**config.mk**
```make
export PLATFORM = sky130hd
export DESIGN_NAME = maze_write_buffer
export DESIGN_NICKNAME = d
export VERILOG_FILES = /design/src/rtl/maze_write_buffer.sv
export SDC_FILE = /design/constraint.sdc
export NUM_CORES = 1
export LEC_CHECK = 0
export CORE_MARGIN = 3
export CORE_UTILIZATION = 52
export CTS_BUF_LIST = sky130_fd_sc_hd__clkbuf_16
export DETAILED_ROUTE_END_ITERATION = 6
export HOLD_SLACK_MARGIN = 0.15
export PLACE_DENSITY = 0.79
export SYNTH_ARGS = -nofsm -noshare
export SYNTH_HDL_FRONTEND = slang
export SYNTH_SLANG_ARGS = --single-unit
```
**constraint.sdc**
```tcl
create_clock -name clk -period 7.33 [get_ports clk]
set_input_delay 0.733 -clock clk [delete_from_list [all_inputs] [get_ports clk]]
set_output_delay 0.733 -clock clk [all_outputs]
set_load 0.02 [all_outputs]
```
**src/rtl/maze_write_buffer.sv**
```systemverilog
// maze_write_buffer: coalescing write buffer between an L1 data cache and a wishbone interconnect.
// Reads bypass the buffer unless their address is buffered, in which case the buffer drains first.
module maze_write_buffer #(
  parameter int DEPTH  = 4,
  parameter int ADDR_W = 12,
  parameter int DATA_W = 128,
  parameter int SEL_W  = 16
) (
  input  logic              clk,
  input  logic              rst,
  input  logic              c_cyc,
  input  logic              c_stb,
  input  logic              c_we,
  input  logic [ADDR_W-1:0] c_adr,
  input  logic [SEL_W-1:0]  c_sel,
  input  logic [DATA_W-1:0] c_dat_w,
  output logic [DATA_W-1:0] c_dat_r,
  output logic              c_ack,
  output logic              m_cyc,
  output logic              m_stb,
  output logic              m_we,
  output logic [ADDR_W-1:0] m_adr,
  output logic [SEL_W-1:0]  m_sel,
  output logic [DATA_W-1:0] m_dat_w,
  input  logic [DATA_W-1:0] m_dat_r,
  input  logic              m_ack,
  input  logic              m_rty,
  output logic              empty
);
  localparam int PW = $clog2(DEPTH);
  typedef enum logic [1:0] {IDLE, DRAIN, READ} state_t;
  state_t            r_state;
  logic [ADDR_W-1:0] r_adr [DEPTH];
  logic [SEL_W-1:0]  r_sel [DEPTH];
  logic [DATA_W-1:0] r_dat [DEPTH];
  logic [PW-1:0]     r_head, r_tail;
  logic [PW:0]       r_count;
  logic              r_mreq;
  logic              w_req, w_wr, w_rd, w_hit, w_rd_hit, w_push, w_pop;
  logic [PW-1:0]     w_hit_idx, w_idx;
  // w_hit excludes the in-flight head so a write never alters data already on the bus
  always_comb begin
    w_hit = 1'b0;
    w_rd_hit = 1'b0;
    w_hit_idx = '0;
    for (int i = 0; i < DEPTH; i++) begin
      if (({1'b0, PW'(i) - r_head} < r_count) && r_adr[i] == c_adr) begin
        w_rd_hit = 1'b1;
        if (!(r_state == DRAIN && PW'(i) == r_head)) begin
          w_hit = 1'b1;
          w_hit_idx = PW'(i);
        end
      end
    end
  end
  assign w_req   = c_cyc & c_stb & ~c_ack;
  assign w_wr    = w_req & c_we & (w_hit | (r_count != (PW+1)'(DEPTH)));
  assign w_rd    = w_req & ~c_we;
  assign w_push  = w_wr & ~w_hit;
  assign w_pop   = (r_state == DRAIN) & r_mreq & m_ack;
  assign w_idx   = w_hit ? w_hit_idx : r_tail;
  assign m_cyc   = r_mreq;
  assign m_stb   = r_mreq;
  assign m_we    = r_mreq & (r_state == DRAIN);
  assign m_adr   = (r_state == DRAIN) ? r_adr[r_head] : c_adr;
  assign m_sel   = (r_state == DRAIN) ? r_sel[r_head] : '1;
  assign m_dat_w = r_dat[r_head];
  assign empty   = (r_count == '0) && (r_state == IDLE);
  always_ff @(posedge clk) begin
    if (w_wr) begin
      r_adr[w_idx] <= c_adr;
      for (int b = 0; b < SEL_W; b++)
        if (c_sel[b]) r_dat[w_idx][8*b +: 8] <= c_dat_w[8*b +: 8];
    end
  end
  always_ff @(posedge clk or posedge rst) begin
    if (rst) begin
      for (int i = 0; i < DEPTH; i++) r_sel[i] <= '0;
      r_head  <= '0;
      r_tail  <= '0;
      r_count <= '0;
      r_state <= IDLE;
      r_mreq  <= 1'b0;
      c_ack   <= 1'b0;
      c_dat_r <= '0;
    end else begin
      if (w_wr) r_sel[w_idx] <= (w_hit ? r_sel[w_idx] : '0) | c_sel;
      r_tail  <= r_tail + PW'(w_push);
      r_head  <= r_head + PW'(w_pop);
      r_count <= r_count + (PW+1)'(w_push) - (PW+1)'(w_pop);
      c_ack   <= w_wr | ((r_state == READ) & r_mreq & m_ack);
      if (r_state == IDLE) begin
        if (w_rd && !w_rd_hit) begin
          r_state <= READ;
          r_mreq  <= 1'b1;
        end else if (r_count != '0) begin
          r_state <= DRAIN;
          r_mreq  <= 1'b1;
        end
      end else if (r_mreq && m_ack) begin
        if (r_state == READ) c_dat_r <= m_dat_r;
        r_state <= IDLE;
        r_mreq  <= 1'b0;
      end else begin
        r_mreq <= !(r_mreq && m_rty);
      end
    end
  end
endmodule

```
======== After elaboration in Yosys (flattened, before gate mapping) ========
Memory sizes are Yosys's and may differ from the RTL's.
Cells that the tools add are included.
word-level totals
  register bits after elaboration ......... 203
  memories kept ........................... 2
  output and inout port bits .............. 289
  memory bits (writable) .................. 560
  bits in latches ......................... 0
  memory bits (read-only) ................. 0
memories
  memory  words  bits a word  read ports  clocked after memory_dff  wr ports  RTL line  source
  r_dat   4      128          1           0                         1         35        logic [DATA_W-1:0] r_dat [DEPTH];
  r_adr   4      12           5           0                         1         33        logic [ADDR_W-1:0] r_adr [DEPTH];
cells by class
  mux-type cells .......................... 89
  bitwise logic cells ..................... 19
  $add $sub $neg .......................... 8
  $lt $le $gt $ge ......................... 7
  shifts and indexed selects .............. 0
  reduce and logical (&&, ||, !) cells .... 22
  divide/modulo/power cells ............... 0
  multipliers ............................. 0
  equality and inequality tests ........... 11
operators with widths
  cell                                                         number
  2-to-1 mux 16 bit                                            7
  2-to-1 mux 1 bit                                             68
  binary-select mux 16 bit (select 2 bit)                      2
  bitwise mux 64 bit                                           1
  == test 12 bit                                               4
  demux 16 bit (select 2 bit)                                  1
  2-to-1 mux 2 bit                                             9
  bitwise OR 16 bit                                            1
  logical AND 1 bit                                            13
  less-than comparator 2 x 3 -> 1 bit                          4
  2-to-1 mux 12 bit                                            1
  bitwise AND 1 bit                                            10
  greater-or-equal comparator 3 bit (second input constant)    2
  NOT 2 -> 3 bit                                               2
  adder 2 x 1 -> 2 bit                                         2
  == test 2 bit (first input constant)                         2
  zero test 2 bit                                              2
  NOT 1 bit                                                    4
  subtractor 1 x 2 -> 2 bit (first input constant)             2
  subtractor 2 bit (first input constant)                      2
  adder 3 x 1 -> 3 bit                                         1
  zero test 3 bit                                              1
  less-than comparator 3 x 1 -> 1 bit (second input constant)  1
  inequality test 3 x 1 -> 1 bit (second input constant)       1
  other kinds (11)                                             13

======== Logic depth before layout (Yosys ltp) ========
  word-level depth ........................ 18
  mapped depth ............................ 23

======== Worst setup path before layout ========
OpenSTA, ideal clock, no wires.
  kind .................................... reg-to-reg
  start ................................... register r_head[1]
  end ..................................... register r_count[2]
  path slack .............................. 2.211 ns
  arrival ................................. 4.996 ns
  library setup time ...................... 0.123 ns
  cell stages (with the launch flop) ...... 23
  path through ............................ dfrtp_1 -> clkbuf_1 -> clkbuf_1 -> clkbuf_1 -> clkbuf_1 -> inv_1 -> ha_1 -> nor2_1 -> a222oi_1 -> or4b_4 -> o21ai_2 -> or2_1 -> clkbuf_1 -> buf_2 -> nor2_1 -> inv_1 -> ha_1 -> inv_1 -> ha_1 -> inv_1 -> fa_1 -> xnor2_1 -> xnor2_1
on the way
  cells in the longest elaborated chain, start to end .. 15
ends and longest elaborated chain
  element                                                                   RTL line  source
  from (decl)                                                               36        logic [PW-1:0] r_head, r_tail;
  from (signal assigned)                                                    89        r_head <= r_head + PW'(w_pop);
  subtractor 1 x 2 -> 2 bit or zero test 2 bit (tied branches)              47, 49
  less-than comparator 2 x 3 -> 1 bit or logical AND 1 bit (tied branches)  47, 49
  logical AND 1 bit or 2-to-1 mux 1 bit (tied branches)                     47, 49
  2-to-1 mux 1 bit                                                          47        if (({1'b0, PW'(i) - r_head} < r_count) && r_adr[i] == c_adr) begin
  2-to-1 mux 1 bit                                                          49        if (!(r_state == DRAIN && PW'(i) == r_head)) begin
  2-to-1 mux 1 bit                                                          47
  2-to-1 mux 1 bit                                                          49
  2-to-1 mux 1 bit                                                          47
  2-to-1 mux 1 bit                                                          49
  2-to-1 mux 1 bit *                                                        47
  bitwise OR 1 bit                                                          57        assign w_wr = w_req & c_we & (w_hit | (r_count != (PW+1)'(DEPTH)));
  bitwise AND 1 bit                                                         57
  bitwise AND 1 bit *                                                       59        assign w_push = w_wr & ~w_hit;
  adder 3 x 1 -> 3 bit *                                                    90        r_count <= r_count + (PW+1)'(w_push) - (PW+1)'(w_pop);
  subtractor 3 x 1 -> 3 bit *                                               90
  to (signal assigned)                                                      90
  to (decl)                                                                 37        logic [PW:0] r_count;
Mark *: on every way between the ends. The rest lies on a longest branch, timed or not.
A chain may end at the register's enable or synchronous reset.

======== Final worst setup path ========
  start ................................... register r_head[1]
  end ..................................... output m_sel[2]
on the way
  cells in the longest elaborated chain, start to end .. 5
ends and longest elaborated chain
  element                                               RTL line  source
  NOT 2 -> 3 bit (not written as such)                  66        assign m_sel = (r_state == DRAIN) ? r_sel[r_head] : '1;
  binary-select mux 16 bit (select 2 bit)               66
  2-to-1 mux 16 bit (not written as such) (2 in a row)  66
  2-to-1 mux 16 bit                                     66
  to (decl)                                             23        output logic [SEL_W-1:0] m_sel,
No other way between the ends. The select of a mux whose other input is x is not followed.

==> flow_metrics.py <==
metrics = {
    "status": {
        "status": "complete, no violations",
    },
    "clock_tree": {
        "numCtsBuffers": 77,
        "cts_resized": 0,
        "cts_tree": "built",
        "insertion_delay_ns": 0.62,
        "clock_path_buffers": 3,
        "clk_pin_slew_ns": 0.06,
        "cts_max_level": 3,
        "cts.sinks": 763,
        "root_buffer": "clkbuf_16",
        "post_cts_buffers": 0,
        "hold_buffers": 0,
    },
    "logic_synthesis": {
        "synth_top_area_share_pct": 55.2,
        "ys_seq_area_share_pct": 71.9,
        "synthTopCellsByCount": "560 x edfxtp_1, 203 x dfrtp_1, 156 x mux4_2, 140 x mux2_2, 90 x nor2_1",
        "synthArstFlopShare_pct": 26.6,
        "ys_seq_elements": 763,
        "synth_area_mm2": 0.0305,
        "synth_ff_type": "edfxtp_1",
        "synth_compound_area_share_pct": 3.27,
        "ys_types": 49,
        "synth_top_family_by_area": "multiplexers",
        "yosys_warnings": 0,
        "synth_area_leaders": "edfxtp_1 55%, dfrtp_1 17%, mux4_2 12%",
        "syn_inst": 1641,
        "synth_edf_count": 560,
        "synth_xor_area_share_pct": 1.49,
        "synthAdderAreaFrac_pct": 0.558,
        "synth_mux_area_share_pct": 16.7,
        "syn_avg_cell_area_um2": 18.6,
        "synth_top_area_cell": "edfxtp_1",
        "syn_nets": 1945,
        "synthSimpleGateAreaFrac_pct": 4.20,
        "synthMostInstantiatedCell": "edfxtp_1",
    },
    "drt": {
        "ant_nets": 0,
        "vias_per_cell": 5.70,
        "drt_iter0_markers": 1114,
        "firstDrtPassIters": 5,
        "drc_errors": 0,
        "routed-via-count": 17400,
        "drt_wl_total_mm": 77.1,
        "wl_per_cell_um": 25.2,
    },
    "sta": {
        "slew_viol_final": 0,
        "skew_ns": 0.0280,
        "setup_viol": 0,
        "hold_violations": 0,
        "tns_ns": 0,
        "min_period_over_period_pct": 69.7,
        "period_minus_slack_ns": 5.11,
        "relSlewSlack_pct": 14.3,
        "max_freq_ghz": 0.196,
        "worstMarginPinSlew_ns": 1.27,
        "rsz0062_at_grt": "no",
    },
    "power_and_ir_drop": {
        "leakage_nw": 14.1,
        "fin_total_pwr_mw": 15.5,
        "powerDensity_mw_per_mm2": 394,
        "ir_drop_mv": 0.322,
    },
    "floorplanning": {
        "initial_core_util_pct": 52.7,
        "rows": 88,
        "die_y_um": 248,
        "die_area_mm2": 0.0615,
        "io_pins": 580,
        "die_w_um": 248,
        "core_area_mm2": 0.0578,
    },
    "cells_and_area": {
        "postLayoutCoreUtil_pct": 68.3,
        "final_area_mm2": 0.0395,
        "drive_gt1_share_pct": 20.2,
        "area_delta_synth_final_pct": 29.5,
        "fin_nets": 2526,
    },
    "global_routing": {
        "grt_pass1_wl_mm": 113,
        "antenna_found_initial": 17,
        "grt_start_max_net_pins": 136,
        "grt-ovfl-total": 0,
        "grtUsageTotal_pct": 24.8,
        "grt_pass1_vias": 18500,
    },
    "setup_path": {
        "cp_data_arrival_time_ns": 4.38,
        "worstSetupPathType": "flip-flop to output pin",
        "startpoint_type": "flip-flop",
        "critPathRequiredTime_ns": 6.60,
        "crit_fanout": 74,
        "end_kind": "output pin",
    },
    "flow_run": {
        "cap_violations": 0,
    },
    "hold_path": {
        "hp-class": "flip-flop to flip-flop",
    },
    "place": {
        "place_area_mm2": 0.0371,
        "dp_hpwl_mm": 53.2,
        "routabilityCongestion": 0.846,
        "port_buffers": 579,
    },
}
routing by layer:
layer / global-route usage [%] / vias up / share of wire (%)
li1: - / 7648 / -
met1: 30.1 / 8851 / 36
met2: 41.5 / 768 / 51
met3: 6.75 / 157 / 8.3
met4: 12.1 / 6 / 4.5
met5: 0 / - / 0.044
layout by cell type, fill, tap and decap left out, types with 3 or more instances in the layout:
master,count
clkinvlp_4,4
clkbuf_16,79
nor2_1,88
clkinv_2,10
xnor2_1,14
a221o_1,32
nand2_1,27
xor2_1,38
nand4_1,3
nor3_1,18
and3_1,3
inv_1,46
edfxtp_1,560
nor4_2,4
o21ai_2,11
mux4_2,156
ha_1,12
clkdlybuf4s50_1,579
dfrtp_1,201
buf_4,27
o2111ai_1,3
nand2b_1,17
clkinv_1,15
diode_2,13
nor4_1,21
and2_1,52
a31oi_1,64
a21oi_1,3
o21ai_1,6
mux2_2,140
through the flow:
step           setup slack (ns)  hold WS [ns]  std cells
6_report                   2.22         0.502       3057
4_1_cts                    2.09         0.505       3044
3_3_place_gp               2.33         0.488       2908
5_1_grt                    1.99         0.519       3056
2_1_floorplan              1.06         0.487       1641
3_5_place_dp               2.21         0.493       2908
report_power, final:
group	switching, mW	internal [mW]
logic	3.02	3.05
registers	0.505	5.31
clock network	1.61	2.04
kinds of logic after synthesis:
logic type,count (synthesis)
buffers and inverters,133
muxes,296
AOI/OAI and AO/OA,132
and+or+nand+nor,252
xor gates and xnor gates,52
adders and majority gates,13
DFF,763
worst paths after layout:
path                                 to        start  slack [ns]  cells after the start
max                            m_sel[2]    r_head[1]        2.22                      5
min                         c_dat_r[43]  c_dat_r[43]        0.50                      1
max reg2reg                r_dat[0][96]    r_head[0]        2.58                     10
min reg2reg                 c_dat_r[43]  c_dat_r[43]        0.50                      1
max in group asynchronous     r_head[1]          rst        5.04                      3
min in group asynchronous   c_dat_r[98]          rst        0.68                      2
layout make-up:
type	instances	area, um2
clock buffer	79	1980
sequential	763	21900
tap	765	957
antenna	13	32.5
timing repair buffer	607	6020
clock inverter	57	375
inverter	28	118
multi-input combinational	745	8090
fill	3727	18300
critical path, stage by stage (launching register included):
cell	delay [ns]
dfrtp_4	0.65
buf_4	0.81
buf_4	0.91
mux4_2	0.42
nand2b_1	0.16
clkdlybuf4s50_1	0.61
state kept, by name (all words and copies together), names as in the netlist:
signal and count:
r_dat 512, r_adr 48, c_ack 1, r_tail 2, r_state 2, r_head 2
r_sel 64, r_count 3, c_dat_r 128, m_cyc 1
(Power assumes the default switching activity.)
